==> src/rtl/dma_priority_arbiter_if.sv <==
// Request/acknowledge bundle between the DMA priority arbiter and its
// surroundings (channel request sources, CPU hold handshake, timing-and-control).
interface dma_priority_arbiter_if #(
  parameter int NUM_CHANNELS = 8
);
  localparam int CH_W = $clog2(NUM_CHANNELS);

  logic [NUM_CHANNELS-1:0] dreq;
  logic [NUM_CHANNELS-1:0] sw_req;
  logic [NUM_CHANNELS-1:0] mask;
  logic                    dreq_sense;
  logic                    dack_sense;
  logic                    rotate_mode;
  logic                    hlda;
  logic                    eop;
  logic                    hrq;
  logic [NUM_CHANNELS-1:0] dack;
  logic [CH_W-1:0]         active_ch;
  logic                    grant_valid;
  logic [NUM_CHANNELS-1:0] sw_req_clr;

  // Arbiter side.
  modport slave (
    input  dreq, sw_req, mask, dreq_sense, dack_sense, rotate_mode, hlda, eop,
    output hrq, dack, active_ch, grant_valid, sw_req_clr
  );

  // Environment side: request sources, CPU and timing-and-control.
  modport master (
    output dreq, sw_req, mask, dreq_sense, dack_sense, rotate_mode, hlda, eop,
    input  hrq, dack, active_ch, grant_valid, sw_req_clr
  );
endinterface

==> src/rtl/dma_priority_arbiter.sv <==
// DMA priority arbiter: resolves hardware/software channel requests in fixed
// or rotating priority, runs the HRQ/HLDA hold handshake and drives one-hot DACK.
//
// state     | meaning
// ----------|-----------------------------------------------------------
// IDLE      | no grant; arbitrate whenever any channel is pending
// WAIT_HLDA | winner latched, hrq raised, waiting for the CPU to release the bus
// ACTIVE    | bus owned, dack asserted for the latched channel until eop
// RELEASE   | transfer done, hrq dropped, waiting for hlda to fall
module dma_priority_arbiter #(
  parameter int NUM_CHANNELS = 8
) (
  input  logic                  clk,
  input  logic                  rst,
  dma_priority_arbiter_if.slave bus
);
  localparam int CH_W = $clog2(NUM_CHANNELS);

  typedef enum logic [1:0] {
    IDLE      = 2'd0,
    WAIT_HLDA = 2'd1,
    ACTIVE    = 2'd2,
    RELEASE   = 2'd3
  } state_t;

  state_t                  state, state_d;
  logic [CH_W-1:0]         active_ch_q, active_ch_d;
  logic [CH_W-1:0]         top_pri, top_pri_d;
  logic                    mode_q, mode_d;
  logic [NUM_CHANNELS-1:0] clr_q, clr_d;

  logic [NUM_CHANNELS-1:0] pend;
  logic [CH_W-1:0]         search_base;
  logic [CH_W-1:0]         winner;
  logic [CH_W-1:0]         next_ptr;
  logic [NUM_CHANNELS-1:0] sel_onehot;

  // First pending channel walking upward from base, wrapping at NUM_CHANNELS
  // (not at 2^CH_W, so non-power-of-two channel counts rotate correctly).
  function automatic logic [CH_W-1:0] pick_winner(
    input logic [NUM_CHANNELS-1:0] req,
    input logic [CH_W-1:0]         base
  );
    logic [CH_W-1:0] win;
    logic            found;
    int              idx;
    win   = '0;
    found = 1'b0;
    for (int k = 0; k < NUM_CHANNELS; k++) begin
      idx = int'(base) + k;
      if (idx >= NUM_CHANNELS) idx = idx - NUM_CHANNELS;
      if (!found && req[idx]) begin
        found = 1'b1;
        win   = CH_W'(idx);
      end
    end
    return win;
  endfunction

  // Effective requests and the candidate winner for the next IDLE evaluation.
  always_comb begin
    pend        = ((bus.dreq ~^ {NUM_CHANNELS{bus.dreq_sense}}) | bus.sw_req) & ~bus.mask;
    search_base = bus.rotate_mode ? top_pri : '0;
    winner      = pick_winner(pend, search_base);
    next_ptr    = (active_ch_q == CH_W'(NUM_CHANNELS - 1)) ? '0 : active_ch_q + 1'b1;
    sel_onehot  = NUM_CHANNELS'(1) << active_ch_q;
  end

  // Next-state logic; eop wins over a simultaneous bus revoke, hlda wins over
  // a simultaneous request withdrawal.
  always_comb begin
    state_d     = state;
    active_ch_d = active_ch_q;
    top_pri_d   = top_pri;
    mode_d      = mode_q;
    clr_d       = '0;
    case (state)
      IDLE: begin
        if (|pend) begin
          active_ch_d = winner;
          mode_d      = bus.rotate_mode;
          state_d     = WAIT_HLDA;
        end
      end
      WAIT_HLDA: begin
        if (bus.hlda)                state_d = ACTIVE;
        else if (!pend[active_ch_q]) state_d = IDLE;
      end
      ACTIVE: begin
        if (bus.eop) begin
          state_d = RELEASE;
          clr_d   = sel_onehot;
          if (mode_q) top_pri_d = next_ptr;
        end else if (!bus.hlda) begin
          state_d = IDLE;
        end
      end
      RELEASE: begin
        if (!bus.hlda) state_d = IDLE;
      end
      default: state_d = IDLE;
    endcase
  end

  // State and datapath registers with synchronous reset.
  always_ff @(posedge clk) begin
    if (rst) begin
      state       <= IDLE;
      active_ch_q <= '0;
      top_pri     <= '0;
      mode_q      <= 1'b0;
      clr_q       <= '0;
    end else begin
      state       <= state_d;
      active_ch_q <= active_ch_d;
      top_pri     <= top_pri_d;
      mode_q      <= mode_d;
      clr_q       <= clr_d;
    end
  end

  // Outputs decode registered state; dack polarity follows dack_sense live.
  always_comb begin
    bus.hrq         = (state == WAIT_HLDA) || (state == ACTIVE);
    bus.grant_valid = (state == ACTIVE);
    bus.active_ch   = active_ch_q;
    bus.sw_req_clr  = clr_q;
    bus.dack        = (state == ACTIVE) ? sel_onehot : '0;
    if (!bus.dack_sense) bus.dack = ~bus.dack;
  end
endmodule
==> src/flat_wrapper.sv <==
// flat-port wrapper written by rule: the top's interface ports become plain ports
module dma_priority_arbiter_flat 
#(
  parameter int NUM_CHANNELS = 8
)
  (clk, rst, bus_dreq, bus_sw_req, bus_mask, bus_dreq_sense, bus_dack_sense, bus_rotate_mode, bus_hlda, bus_eop, bus_hrq, bus_dack, bus_active_ch, bus_grant_valid, bus_sw_req_clr);
  dma_priority_arbiter_if #(.NUM_CHANNELS(NUM_CHANNELS)) bus_i ();
  input  logic clk;
  input  logic rst;
  input wire logic [$bits(bus_i.dreq)-1:0] bus_dreq;
  input wire logic [$bits(bus_i.sw_req)-1:0] bus_sw_req;
  input wire logic [$bits(bus_i.mask)-1:0] bus_mask;
  input wire logic [$bits(bus_i.dreq_sense)-1:0] bus_dreq_sense;
  input wire logic [$bits(bus_i.dack_sense)-1:0] bus_dack_sense;
  input wire logic [$bits(bus_i.rotate_mode)-1:0] bus_rotate_mode;
  input wire logic [$bits(bus_i.hlda)-1:0] bus_hlda;
  input wire logic [$bits(bus_i.eop)-1:0] bus_eop;
  output wire logic [$bits(bus_i.hrq)-1:0] bus_hrq;
  output wire logic [$bits(bus_i.dack)-1:0] bus_dack;
  output wire logic [$bits(bus_i.active_ch)-1:0] bus_active_ch;
  output wire logic [$bits(bus_i.grant_valid)-1:0] bus_grant_valid;
  output wire logic [$bits(bus_i.sw_req_clr)-1:0] bus_sw_req_clr;
  assign bus_i.dreq = bus_dreq;
  assign bus_i.sw_req = bus_sw_req;
  assign bus_i.mask = bus_mask;
  assign bus_i.dreq_sense = bus_dreq_sense;
  assign bus_i.dack_sense = bus_dack_sense;
  assign bus_i.rotate_mode = bus_rotate_mode;
  assign bus_i.hlda = bus_hlda;
  assign bus_i.eop = bus_eop;
  assign bus_hrq = bus_i.hrq;
  assign bus_dack = bus_i.dack;
  assign bus_active_ch = bus_i.active_ch;
  assign bus_grant_valid = bus_i.grant_valid;
  assign bus_sw_req_clr = bus_i.sw_req_clr;
  dma_priority_arbiter #(.NUM_CHANNELS(NUM_CHANNELS)) u_core (.clk(clk), .rst(rst), .bus(bus_i));
endmodule
==> config.mk <==
export PLATFORM = sky130hd
export DESIGN_NAME = dma_priority_arbiter_flat
export DESIGN_NICKNAME = d
export VERILOG_FILES = /design/src/rtl/dma_priority_arbiter_if.sv /design/src/rtl/dma_priority_arbiter.sv /design/src/flat_wrapper.sv
export SDC_FILE = /design/constraint.sdc
export NUM_CORES = 1
export LEC_CHECK = 0
export CORE_MARGIN = 3
export CORE_UTILIZATION = 55
export DETAILED_ROUTE_END_ITERATION = 7
export GPL_TIMING_DRIVEN = 1
export HOLD_SLACK_MARGIN = 0.05
export PLACE_DENSITY = 0.95
export SYNTH_ARGS = -nofsm -noshare
export SYNTH_HDL_FRONTEND = slang
export SYNTH_SLANG_ARGS = --single-unit
==> constraint.sdc <==
create_clock -name clk -period 6.7 [get_ports clk]
set_input_delay 0.67 -clock clk [delete_from_list [all_inputs] [get_ports clk]]
set_output_delay 0.67 -clock clk [all_outputs]
set_load 0.01 [all_outputs]
* Word-level counts from Yosys, hierarchy flattened
Index checks and enable logic that the tools add are counted.
** Storage, ports and cells
- Output and inout bits :: 21
- Bits in registers :: 17
- Input port bits :: 31
- Word-level logic and storage cells :: 132
** Operators by class
- Add/sub/neg operators :: 16
- Bitwise operators :: 7
- Order comparisons :: 17
- Shift operators :: 1
- Equal/unequal tests :: 6
- Mux-type cells :: 59
- Reduce and logical (&&, ||, !) cells :: 21
** Operators by type and width (count)
- $lt 32x5->1 const B :: 8
- $mux 32 :: 8
- $ge 32x5->1 const B :: 7
- $sub 32x5->32 const B :: 7
- $mux 3 :: 10
- $bmux 1 s3 :: 9
- $mux 1 :: 24
- $add 3x3->4 const B :: 4
- $mux 8 :: 2
- $not 8->8 :: 2
- $mux 2 :: 5
- $add 3x2->4 const B :: 2
- $and 8x8->8 :: 1
- $or 8x8->8 :: 1
- $pmux 2 s4 :: 1
- $reduce_or 8->1 :: 1
- $shl 1x3->8 const A :: 1
- $xnor 8x8->8 :: 1
- $logic_and 1x1->1 :: 7
- $logic_not 1->1 :: 7
- $sub 3x4->5 const B :: 1
- $add 3x1->4 const B :: 1
- $eq 2x2->1 const B :: 2
- $ge 3x4->1 const B :: 1
- 12 further kinds :: 14

* Logic depth before layout (Yosys ltp)
Gate-level depths: netlist of run 1.
- Depth after elaboration :: 28
- Gate-level depth with buffers :: 13
- Gate-level depth less buffers :: 10

* Worst setup path before layout of run 1
No wires, ideal clock.
- Path kind :: input-to-reg
- Start :: input port bus_rotate_mode
- End :: register u_core.active_ch_q[0] (netlist: u_core.bus.active_ch[0])
- Arrival time :: 3.340 ns
- Data required time :: 6.612 ns
- Buffers on the path :: 3
- Stages :: 13
- Slack :: 3.273 ns
- Library setup time :: 0.088 ns
- Cells stage by stage :: buf_4 -> nand2_2 -> buf_2 -> ha_1 -> buf_2 -> clkinv_1 -> mux4_2 -> nor2b_1 -> mux4_2 -> nand3_2 -> or2_4 -> nor4b_4 -> nor4_2
** Between the ends
- Word-level cells in the longest chain between the ends :: 28
- Elaborated cells on any way between the ends :: 85
- Those cells by class :: add/sub (15); order compare (8); mux (48); reduce/logical (14)
** RTL lines
- from (decl) :: RTL line flat_wrapper.sv:15 : input wire logic [$bits(bus_i.rotate_mode)-1:0] bus_rotate_mode;
- $mux 3 * :: RTL line dma_priority_arbiter.sv:63 : search_base = bus.rotate_mode ? top_pri : '0;
- parallel branches: the longest is 26 deep, another holds $sub 32x5->32
- $mux 3 * :: RTL line dma_priority_arbiter.sv:52 : if (!found && req[idx]) begin
- to (signal assigned) :: RTL line dma_priority_arbiter.sv:115 : active_ch_q <= active_ch_d;
- to (decl) :: RTL line dma_priority_arbiter.sv:27 : logic [CH_W-1:0] active_ch_q, active_ch_d;
Every way passes the cells marked *. The select of a mux whose other input is x is not followed.
A chain may end at the register's enable or synchronous reset.

* Worst setup path in the final report of run 1
- Start :: input port bus_rotate_mode
- End :: register u_core.active_ch_q[1] (netlist: u_core.bus.active_ch[1])
The elaborated chain is that of the path after synthesis.

==> results of run 1 <==
## registers in the layout, indices dropped and copies added (netlist names)
| register | count |
|---|---|
| u_core.state | 2 |
| u_core.bus.active_ch | 3 |
| u_core.bus.sw_req_clr | 8 |
| u_core.top_pri | 3 |
| u_core.mode_q | 1 |
## final cells by class
type | instances | share of cell area, %
multi-input combinational | 211 | 62.7
timing repair buffer | 51 | 18.8
tap | 48 | 2.21
sequential | 17 | 12.5
inverter | 15 | 2.07
clock buffer | 3 | 1.52
clock inverter | 1 | 0.184
## worst reg2reg max path: stages, from the launching register on
cell                        delay (ns)
sky130_fd_sc_hd__dfxtp_1          0.35
sky130_fd_sc_hd__nand2_2          0.23
sky130_fd_sc_hd__ha_1             0.52
sky130_fd_sc_hd__clkinv_1         0.32
sky130_fd_sc_hd__mux4_2           0.60
sky130_fd_sc_hd__nor2b_1          0.15
sky130_fd_sc_hd__mux4_2           0.33
sky130_fd_sc_hd__nand3_2          0.10
sky130_fd_sc_hd__or2_4            0.26
sky130_fd_sc_hd__a2bb2oi_1        0.15
sky130_fd_sc_hd__a311oi_2         0.25
## how the worst max path moves through the flow
stage	to	slack [ns]	cells past startpoint
floorplan	u_core.bus.active_ch[0]	3.27	13
global placement	u_core.bus.active_ch[0]	2.62	10
detailed placement	u_core.bus.active_ch[1]	2.41	11
CTS	u_core.bus.active_ch[1]	2.67	11
global route	u_core.bus.active_ch[0]	2.30	11
finish	u_core.bus.active_ch[1]	2.59	11
## through the flow
stage | worst slack (ns) | hold WS [ns] | instances | area, µm²
floorplan | 3.27 | 0.460 | 255 | 2180
global placement | 2.62 | 0.480 | 342 | 2670
detailed placement | 2.41 | 0.492 | 342 | 2670
CTS | 2.67 | 0.500 | 346 | 2720
global route | 2.30 | 0.545 | 346 | 2720
finish | 2.59 | 0.499 | 346 | 2720
## synth_stat cells, types with 3 or more instances
library cell	count	area (µm²)
sky130_fd_sc_hd__o21bai_1	4	30.0
sky130_fd_sc_hd__mux4_2	12	270
sky130_fd_sc_hd__nand4_1	4	25.0
sky130_fd_sc_hd__o2111ai_1	4	35.0
sky130_fd_sc_hd__a211oi_1	3	22.5
sky130_fd_sc_hd__a21oi_1	12	60.1
sky130_fd_sc_hd__xnor2_1	7	61.3
sky130_fd_sc_hd__nor2_1	21	78.8
sky130_fd_sc_hd__o21ai_0	5	25.0
sky130_fd_sc_hd__a211o_1	5	43.8
sky130_fd_sc_hd__buf_2	3	15.0
sky130_fd_sc_hd__nand2_1	27	101
sky130_fd_sc_hd__a21o_1	4	30.0
sky130_fd_sc_hd__inv_1	11	41.3
sky130_fd_sc_hd__o211ai_1	3	22.5
sky130_fd_sc_hd__nor3_1	4	20.0
sky130_fd_sc_hd__and3_1	3	18.8
sky130_fd_sc_hd__o21ba_2	3	30.0
sky130_fd_sc_hd__ha_1	13	163
sky130_fd_sc_hd__buf_6	3	33.8
sky130_fd_sc_hd__dfxtp_1	17	340
sky130_fd_sc_hd__nand3_1	4	20.0
sky130_fd_sc_hd__clkbuf_1	3	11.3
sky130_fd_sc_hd__nor2b_1	10	62.6
sky130_fd_sc_hd__a31oi_1	3	18.8
sky130_fd_sc_hd__and2_1	6	37.5
sky130_fd_sc_hd__buf_4	3	22.5
sky130_fd_sc_hd__mux2i_1	11	110
sky130_fd_sc_hd__xor2_1	13	114
## routing by layer
layer / track usage [%] / wire length [µm] / vias up
met5: 0 / 0 / -
met3: 3.50 / 445 / 24
li1: - / - / 1018
met1: 26.5 / 2130 / 951
met2: 40.0 / 2730 / 126
met4: 11.5 / 184 / 0
## report_power, final
group | internal (mW) | switching [mW] | total (mW)
clock network | 0.0413 | 0.0350 | 0.0763
registers | 0.105 | 0.00700 | 0.112
logic | 0.0747 | 0.0715 | 0.146
total | 0.221 | 0.113 | 0.335
## logic make-up after synthesis
kind of cell             synth area share [%]
multiplexers                             19.3
XOR/XNOR                                 8.02
flip-flops                               15.6
adder cells (fa/ha/maj)                  7.45
AO/OA/AOI/OAI                            20.2
AND/OR/NAND/NOR                          23.1
buffers and inverters                    6.36
==> out/metrics.sh, run 1 <==
VIA_COUNT=2119
MAX_CAP_VIOLATIONS=0
OVERALL_GLOBAL_ROUTING_RESOURCE_USAGE_PCT=22.7
WORST_PATH_MAX_DELAY_CELL='sky130_fd_sc_hd__clkdlybuf4s50_1'
IRDROPWORSTVDD_mV=0.0636
WORSTSKEWPAIRLATENCY_NS=0.25
ROUTABILITY_DRIVEN_PLACEMENT_CONGESTION_RATIO=0.957
REPORT.FINAL.SLEW_VIOL_COUNT=0
WORST-SETUP-PATH-TYPE='in2reg'
RRSETUPSLACK_NS=3.35
TRITONCTS_CLOCK_TREE='yes'
ANTENNA_VIOLATIONS_BEFORE_REPAIR=0
TIGHTESTPINTRANSITION_NS=0.741
SYNTH_ASYNC_SR_FLOP_SHARE_PCT=0
FP.DIEAREA_UM2=4760
YS_DOMINANT_REG_CELL='sky130_fd_sc_hd__dfxtp_1'
CTS.PATH.MAX_BUFFERS=2
CTS.CLK_SLEW.WORST_PATHS_NS=0.06
CLOCK_SINKS=17
POST_ROUTE_CELLS_DRIVE_ABOVE_1_SHARE_PCT=10.4
ANTENNA_CELLS_INSERTED=0
MOST_REPEATED_LIBRARY_CELL_ON_THE_CRITICAL_PATH='sky130_fd_sc_hd__mux4_2'
CRIT_PATH_BUFFERS_INVERTERS=2
CELL_FAMILY_CONTRIBUTING_THE_MOST_DELAY_ON_THE_CRITICAL_PATH='buffers and inverters'
ROWS=22
HOLDBUFCOUNTCTS=0
VIA_COUNT_OF_THE_FIRST_GLOBAL_ROUTING_PASS=2044
CTS_INSERTED_BUFFERS=3
DRTANTENNAVIOLNETS=0
DIE_W_UM=69.0
SYNTH.YOSYS.SEQ_AREA_SHARE_PCT=15.6
FINAL.SETUP_SKEW_NS=0.00362
GRT.OVERFLOW.TOTAL=0
CRITICAL_PATH_PEAK_FANOUT=14
FINAL_CORE_UTILIZATION_PCT=72.6
GRT_START_MAX_NET_PINS=15
CTS.REPAIR_TIMING.SETUP_BUFFER_COUNT=0
MOSTFREQUENTLAYOUTCELLS='sky130_fd_sc_hd__clkdlybuf4s50_1, sky130_fd_sc_hd__nand2_1, sky130_fd_sc_hd__nor2_1, sky130_fd_sc_hd__dfxtp_1'
YOSYSWARNINGCOUNT=0
FIRST_PASS_ITERS=4
POST_ROUTE_TOTAL_POWER_mW=0.335
ROUTE.DETAILED.DRC=0
TIMING_HOLD_VIOLATIONS_FINAL=0
WORSTHOLDPATHCELLS=2
ROUTED_VIA_DENSITY=6.12
CRITICAL_PATH_REQUIRED_NS=6.86
CRIT-REG2REG-CAPTURE='u_core.bus.active_ch[1]'
FLOORPLAN.DIE.HEIGHT_UM=69.0
LAYOUT_COMMONEST_CELL='sky130_fd_sc_hd__clkdlybuf4s50_1'
FILLCELLCOUNT=291
RSZ_0062_RAISED_AFTER_GLOBAL_ROUTING='false'
MEAN_INSTANCE_SIZE_IN_THE_SYNTHESIZED_NETLIST_UM2=8.57
POWER_LEAKAGE_nW=1.06
HOLD_PATH_STARTPOINT='u_core.state[1]'
MAX_CLK_RATE_GHz=0.243
FIRST_PASS_GRT_WIRE_LENGTH_UM=9090
WL_PER_CELL_UM=15.9
SORT_OF_ELEMENT_AT_THE_START_OF_THE_CRITICAL_PATH='primary input'
SYN-INSTANCE-COUNT=255
STARTING_DRT_DRC_COUNT=135
CRITICAL_PATH_ARRIVAL_NS=4.27
PLACE.DETAILED.HPWL_UM=4510
SETUP_TOTAL_NEGATIVE_SLACK_NS=0
CLOCK-ROOT-BUFFER='sky130_fd_sc_hd__clkbuf_8'
SETUP_VIOLATIONS=0
TIMING.REG2REG.WORST_PATH_DEPTH=10
HOLD_END='u_core.state[1]'
OUTCOME='completed'
WORSTHOLDPATHTYPE='reg2reg'
POST_CTS_SIZING_COUNT=0
TIMING.CRITICAL_PATH.CELLS='clkdlybuf4s50_1 > nand2_2 > ha_1 > clkinv_1 > mux4_2 > nor2b_1 > mux4_2 > nand3_2 > or2_4 > a2bb2oi_1 > a311oi_2'
FLOORPLAN_CORE_AREA_UM2=3740
INITIAL_UTILIZATION_PCT=58.4
FIN_CRIT_SH_PCT=61.3
HTREEDEPTH=1
DESIGN.PORTCOUNT=52
AREA_OF_THE_MAPPED_NETLIST_UM2=2180
NUMPORTBUFFERS=51
AREAGROWTHSYNTHTOFINISH_PCT=24.5
SYNTH-EDFF-COUNT=0
CRIT_PATH_MAX_INCR_DELAY_NS=0.63
LAYOUT_MIN_CYCLE_TIME_NS=4.11
MAX-SLEW-MARGIN-REL_PCT=50.5
ROUTE.FINAL.WIRE_LENGTH_UM=5490
SYNTH_FP_NETS=299
MULTI_INPUT_AREA_UM2=1710
FINAL_NET_COUNT=343
REG2REG_FROM='u_core.top_pri[0]'
TIMING.CRITICAL_PATH.TO_TYPE='register'
LAYOUT.AREA.SEQ_UM2=340
YS_FF_LATCH=17
POWERDENSITY_nW_PER_UM2=123
CRIT_START='bus_rotate_mode'
SYNTH.LIB_CELLS_USED.DISTINCT=54
Power figures use the tool's default switching activity.
==> run 2, diff against run 1 <==
CORE_UTILIZATION = 46   (was 55)
PLACE_DENSITY = 0.87   (was 0.95)
clock period = 3.53 ns   (was 6.7 ns; I/O delays follow)
==> run 2 against run 1 <==
  * Clock skew rose by 0.00087 ns
  * Worst setup slack got worse by 2.3 ns
  * Register-to-register slack got worse by 2.8 ns
  * Clock power rose by 98%
  * Via count fell by 0.52%
  * Sequential cell count did not move
  * First-iteration DRC count fell by 35%
  * Core utilization fell by 9.7 points
  * Critical path type unchanged
  * Critical endpoint unchanged
  * Largest power group unchanged
  * Highest routed layer unchanged
==> out/metrics.sh, run 2 (same netlist as run 1, synthesis figures left out) <==
OUTCOME='completed'
TIMING_HOLD_VIOLATIONS_FINAL=0
POWER_LEAKAGE_nW=1.12
MAX_CLK_RATE_GHz=0.305
RSZ_0062_RAISED_AFTER_GLOBAL_ROUTING='false'
HOLDWS_NS=0.497
FIRST_PASS_GRT_WIRE_LENGTH_UM=9580
TOTAL_SWITCHING_POWER_mW=0.222
TIGHTESTPINTRANSITION_NS=0.762
MAX_CAP_VIOLATIONS=0
FINAL_NET_COUNT=355
VIA_COUNT_OF_THE_FIRST_GLOBAL_ROUTING_PASS=2135
MAX-SLEW-MARGIN-REL_PCT=49.1
CELLINTERNALPOWER_mW=0.426
SETUP_TOTAL_NEGATIVE_SLACK_NS=0
GRT_START_MAX_NET_PINS=14
ANTENNA_CELLS_INSERTED=0
INITIAL_UTILIZATION_PCT=48.8
CELL_FAMILY_CONTRIBUTING_THE_MOST_DELAY_ON_THE_CRITICAL_PATH='compound AO/OA/AOI/OAI gates'
TIMING.CRITICAL_PATH.CELLS='clkdlybuf4s50_1 > xnor2_1 > o21bai_1 > mux2i_1 > mux4_2 > nor4b_4 > nand3_2 > or2_4 > a2bb2oi_1 > a311oi_2'
FLOORPLAN_CORE_AREA_UM2=4470
LARGEST_REGISTER_FFS=8
TIMING.REG2REG.WORST_PATH_DEPTH=10
POST_ROUTE_CELLS_DRIVE_ABOVE_1_SHARE_PCT=13.9
REG_POWER_SHARE_PCT=33.0
DESIGN.PORTCOUNT=52
CLOCK_POWER_SHARE_PCT=23.2
WORSTSKEWPAIRLATENCY_NS=0.26
HOLD_PATH_STARTPOINT='u_core.state[1]'
FIRST_PASS_ITERS=4
PWR-SHARE-COMB_PCT=43.8
LAYOUT.AREA.SEQ_UM2=340
LAYOUT_COMMONEST_CELL='sky130_fd_sc_hd__clkdlybuf4s50_1'
ANTENNA_VIOLATIONS_BEFORE_REPAIR=0
CTS.CLK_SLEW.WORST_PATHS_NS=0.07
ROUTE.DETAILED.DRC=0
TRITONCTS_CLOCK_TREE='yes'
ROUTED_VIA_DENSITY=5.82
REG2REG_FROM='u_core.top_pri[1]'
SORT_OF_ELEMENT_AT_THE_START_OF_THE_CRITICAL_PATH='primary input'
HOLDBUFCOUNTCTS=0
FP.DIEAREA_UM2=5610
WORST_PATH_MAX_DELAY_CELL='sky130_fd_sc_hd__clkdlybuf4s50_1'
NUMPORTBUFFERS=51
POWERDENSITY_nW_PER_UM2=230
LAYOUT_MIN_CYCLE_TIME_NS=3.28
POST_CTS_SIZING_COUNT=0
ROWS=24
CRITICAL_PATH_PEAK_FANOUT=8
WL_PER_CELL_UM=15.7
CLOCK-ROOT-BUFFER='sky130_fd_sc_hd__clkbuf_8'
FINAL.SETUP_SKEW_NS=0.00449
WORSTHOLDPATHCELLS=2
HTREEDEPTH=1
CRITICAL_PATH_REQUIRED_NS=3.70
ROUTE.FINAL.WIRE_LENGTH_UM=5670
FLOORPLAN.DIE.HEIGHT_UM=74.9
CRIT_START='bus_dreq_sense'
DIE_W_UM=74.9
CTS.REPAIR_TIMING.SETUP_BUFFER_COUNT=0
CTS_INSERTED_BUFFERS=3
CRITICAL_PATH_ARRIVAL_NS=3.45
CRIT_PATH_BUFFERS_INVERTERS=1
WORST-SETUP-PATH-TYPE='in2reg'
STARTING_DRT_DRC_COUNT=88
WORSTHOLDPATHTYPE='reg2reg'
RRSETUPSLACK_NS=0.59
CP_NUM_CELLS=10
SETUP.WORST_PATH.END='u_core.bus.active_ch[1]'
GRT.OVERFLOW.TOTAL=0
SWSHARE_PCT=34.2
CRIT_PATH_MAX_INCR_DELAY_NS=0.72
MULTI_INPUT_AREA_UM2=1710
ROUTABILITY_DRIVEN_PLACEMENT_CONGESTION_RATIO=0.982
CLOCK_SINKS=17
IRDROPWORSTVDD_mV=0.117
MOSTFREQUENTLAYOUTCELLS='sky130_fd_sc_hd__clkdlybuf4s50_1, sky130_fd_sc_hd__nand2_1, sky130_fd_sc_hd__nor2_1, sky130_fd_sc_hd__dfxtp_1'
CRIT-REG2REG-CAPTURE='u_core.bus.active_ch[1]'
SETUP_VIOLATIONS=0
AREAGROWTHSYNTHTOFINISH_PCT=28.9
VIA_COUNT=2108
OVERALL_GLOBAL_ROUTING_RESOURCE_USAGE_PCT=21.4
FILLCELLCOUNT=381
FIN_CRIT_SH_PCT=92.9
REPORT.FINAL.SLEW_VIOL_COUNT=0
POST_ROUTE_TOTAL_POWER_mW=0.648
TIMING.CRITICAL_PATH.TO_TYPE='register'
PLACE.DETAILED.HPWL_UM=4660
DRTANTENNAVIOLNETS=0
CTS.PATH.MAX_BUFFERS=2
[run 2: cell count changes in the layout (fill, tap and decap cells not counted), sizes merged]
| cell | previous run | this run |
|---|---|---|
| clkinvlp | 0 | 1 |
| clkinv | 3 | 2 |
| buf | 0 | 12 |
[run 2: routing by layer]
metal | up-vias | routed length (µm) | track usage, %
met2 | 89 | 2880 | 40.3
met5 | - | 0 | 0
met4 | 0 | 119 | 6.72
li1 | 1040 | - | -
met1 | 963 | 2250 | 24.2
met3 | 16 | 413 | 3.74
[run 2: cell type report]
type / instances / share of cell area (%)
Clock buffer: 3 / 1.47
Clock inverter: 1 / 0.267
Sequential cell: 17 / 12.1
Timing Repair Buffer: 63 / 21.3
Inverter: 15 / 2.00
Tap cell: 52 / 2.31
Multi-Input combinational cell: 211 / 60.6
[run 2: worst min-delay path, delay by kind of cell, from the launching register on]
family	cells	cell delay [ns]
AO/OA/AOI/OAI	1	0.06
AND/OR/NAND/NOR	1	0.06
flip-flops	1	0.33
[run 2: worst min path at each step]
| stage | endpoint | slack (ns) |
|---|---|---|
| floorplan | u_core.mode_q | 0.46 |
| global placement | u_core.mode_q | 0.47 |
| detailed placement | u_core.state[1] | 0.49 |
| CTS | u_core.state[1] | 0.50 |
| global route | u_core.state[1] | 0.53 |
| finish | u_core.state[1] | 0.50 |
[run 2: per-stage QoR]
stage / utilization, % / std cells / worst slack, ns / cell area [µm²]
final: 62.9 / 362 / 0.250 / 2820
after CTS: 62.9 / 362 / 0.281 / 2820
after floorplan: - / 255 / 0.420 / 2180
after global placement: 61.9 / 358 / 0.101 / 2770
after detailed placement: 61.9 / 358 / 0.00654 / 2770
after global routing: 62.9 / 362 / 0.0942 / 2820
[run 2: power by group through the flow]
| stage | combinational [mW] | clock [mW] | sequential [mW] |
|---|---|---|---|
| after floorplan | 0.183 | 0 | 0.216 |
| after global placement | 0.272 | 0 | 0.217 |
| after detailed placement | 0.280 | 0 | 0.218 |
| after CTS | 0.283 | 0.153 | 0.213 |
| after global routing | 0.311 | 0.162 | 0.216 |
| final | 0.284 | 0.151 | 0.214 |
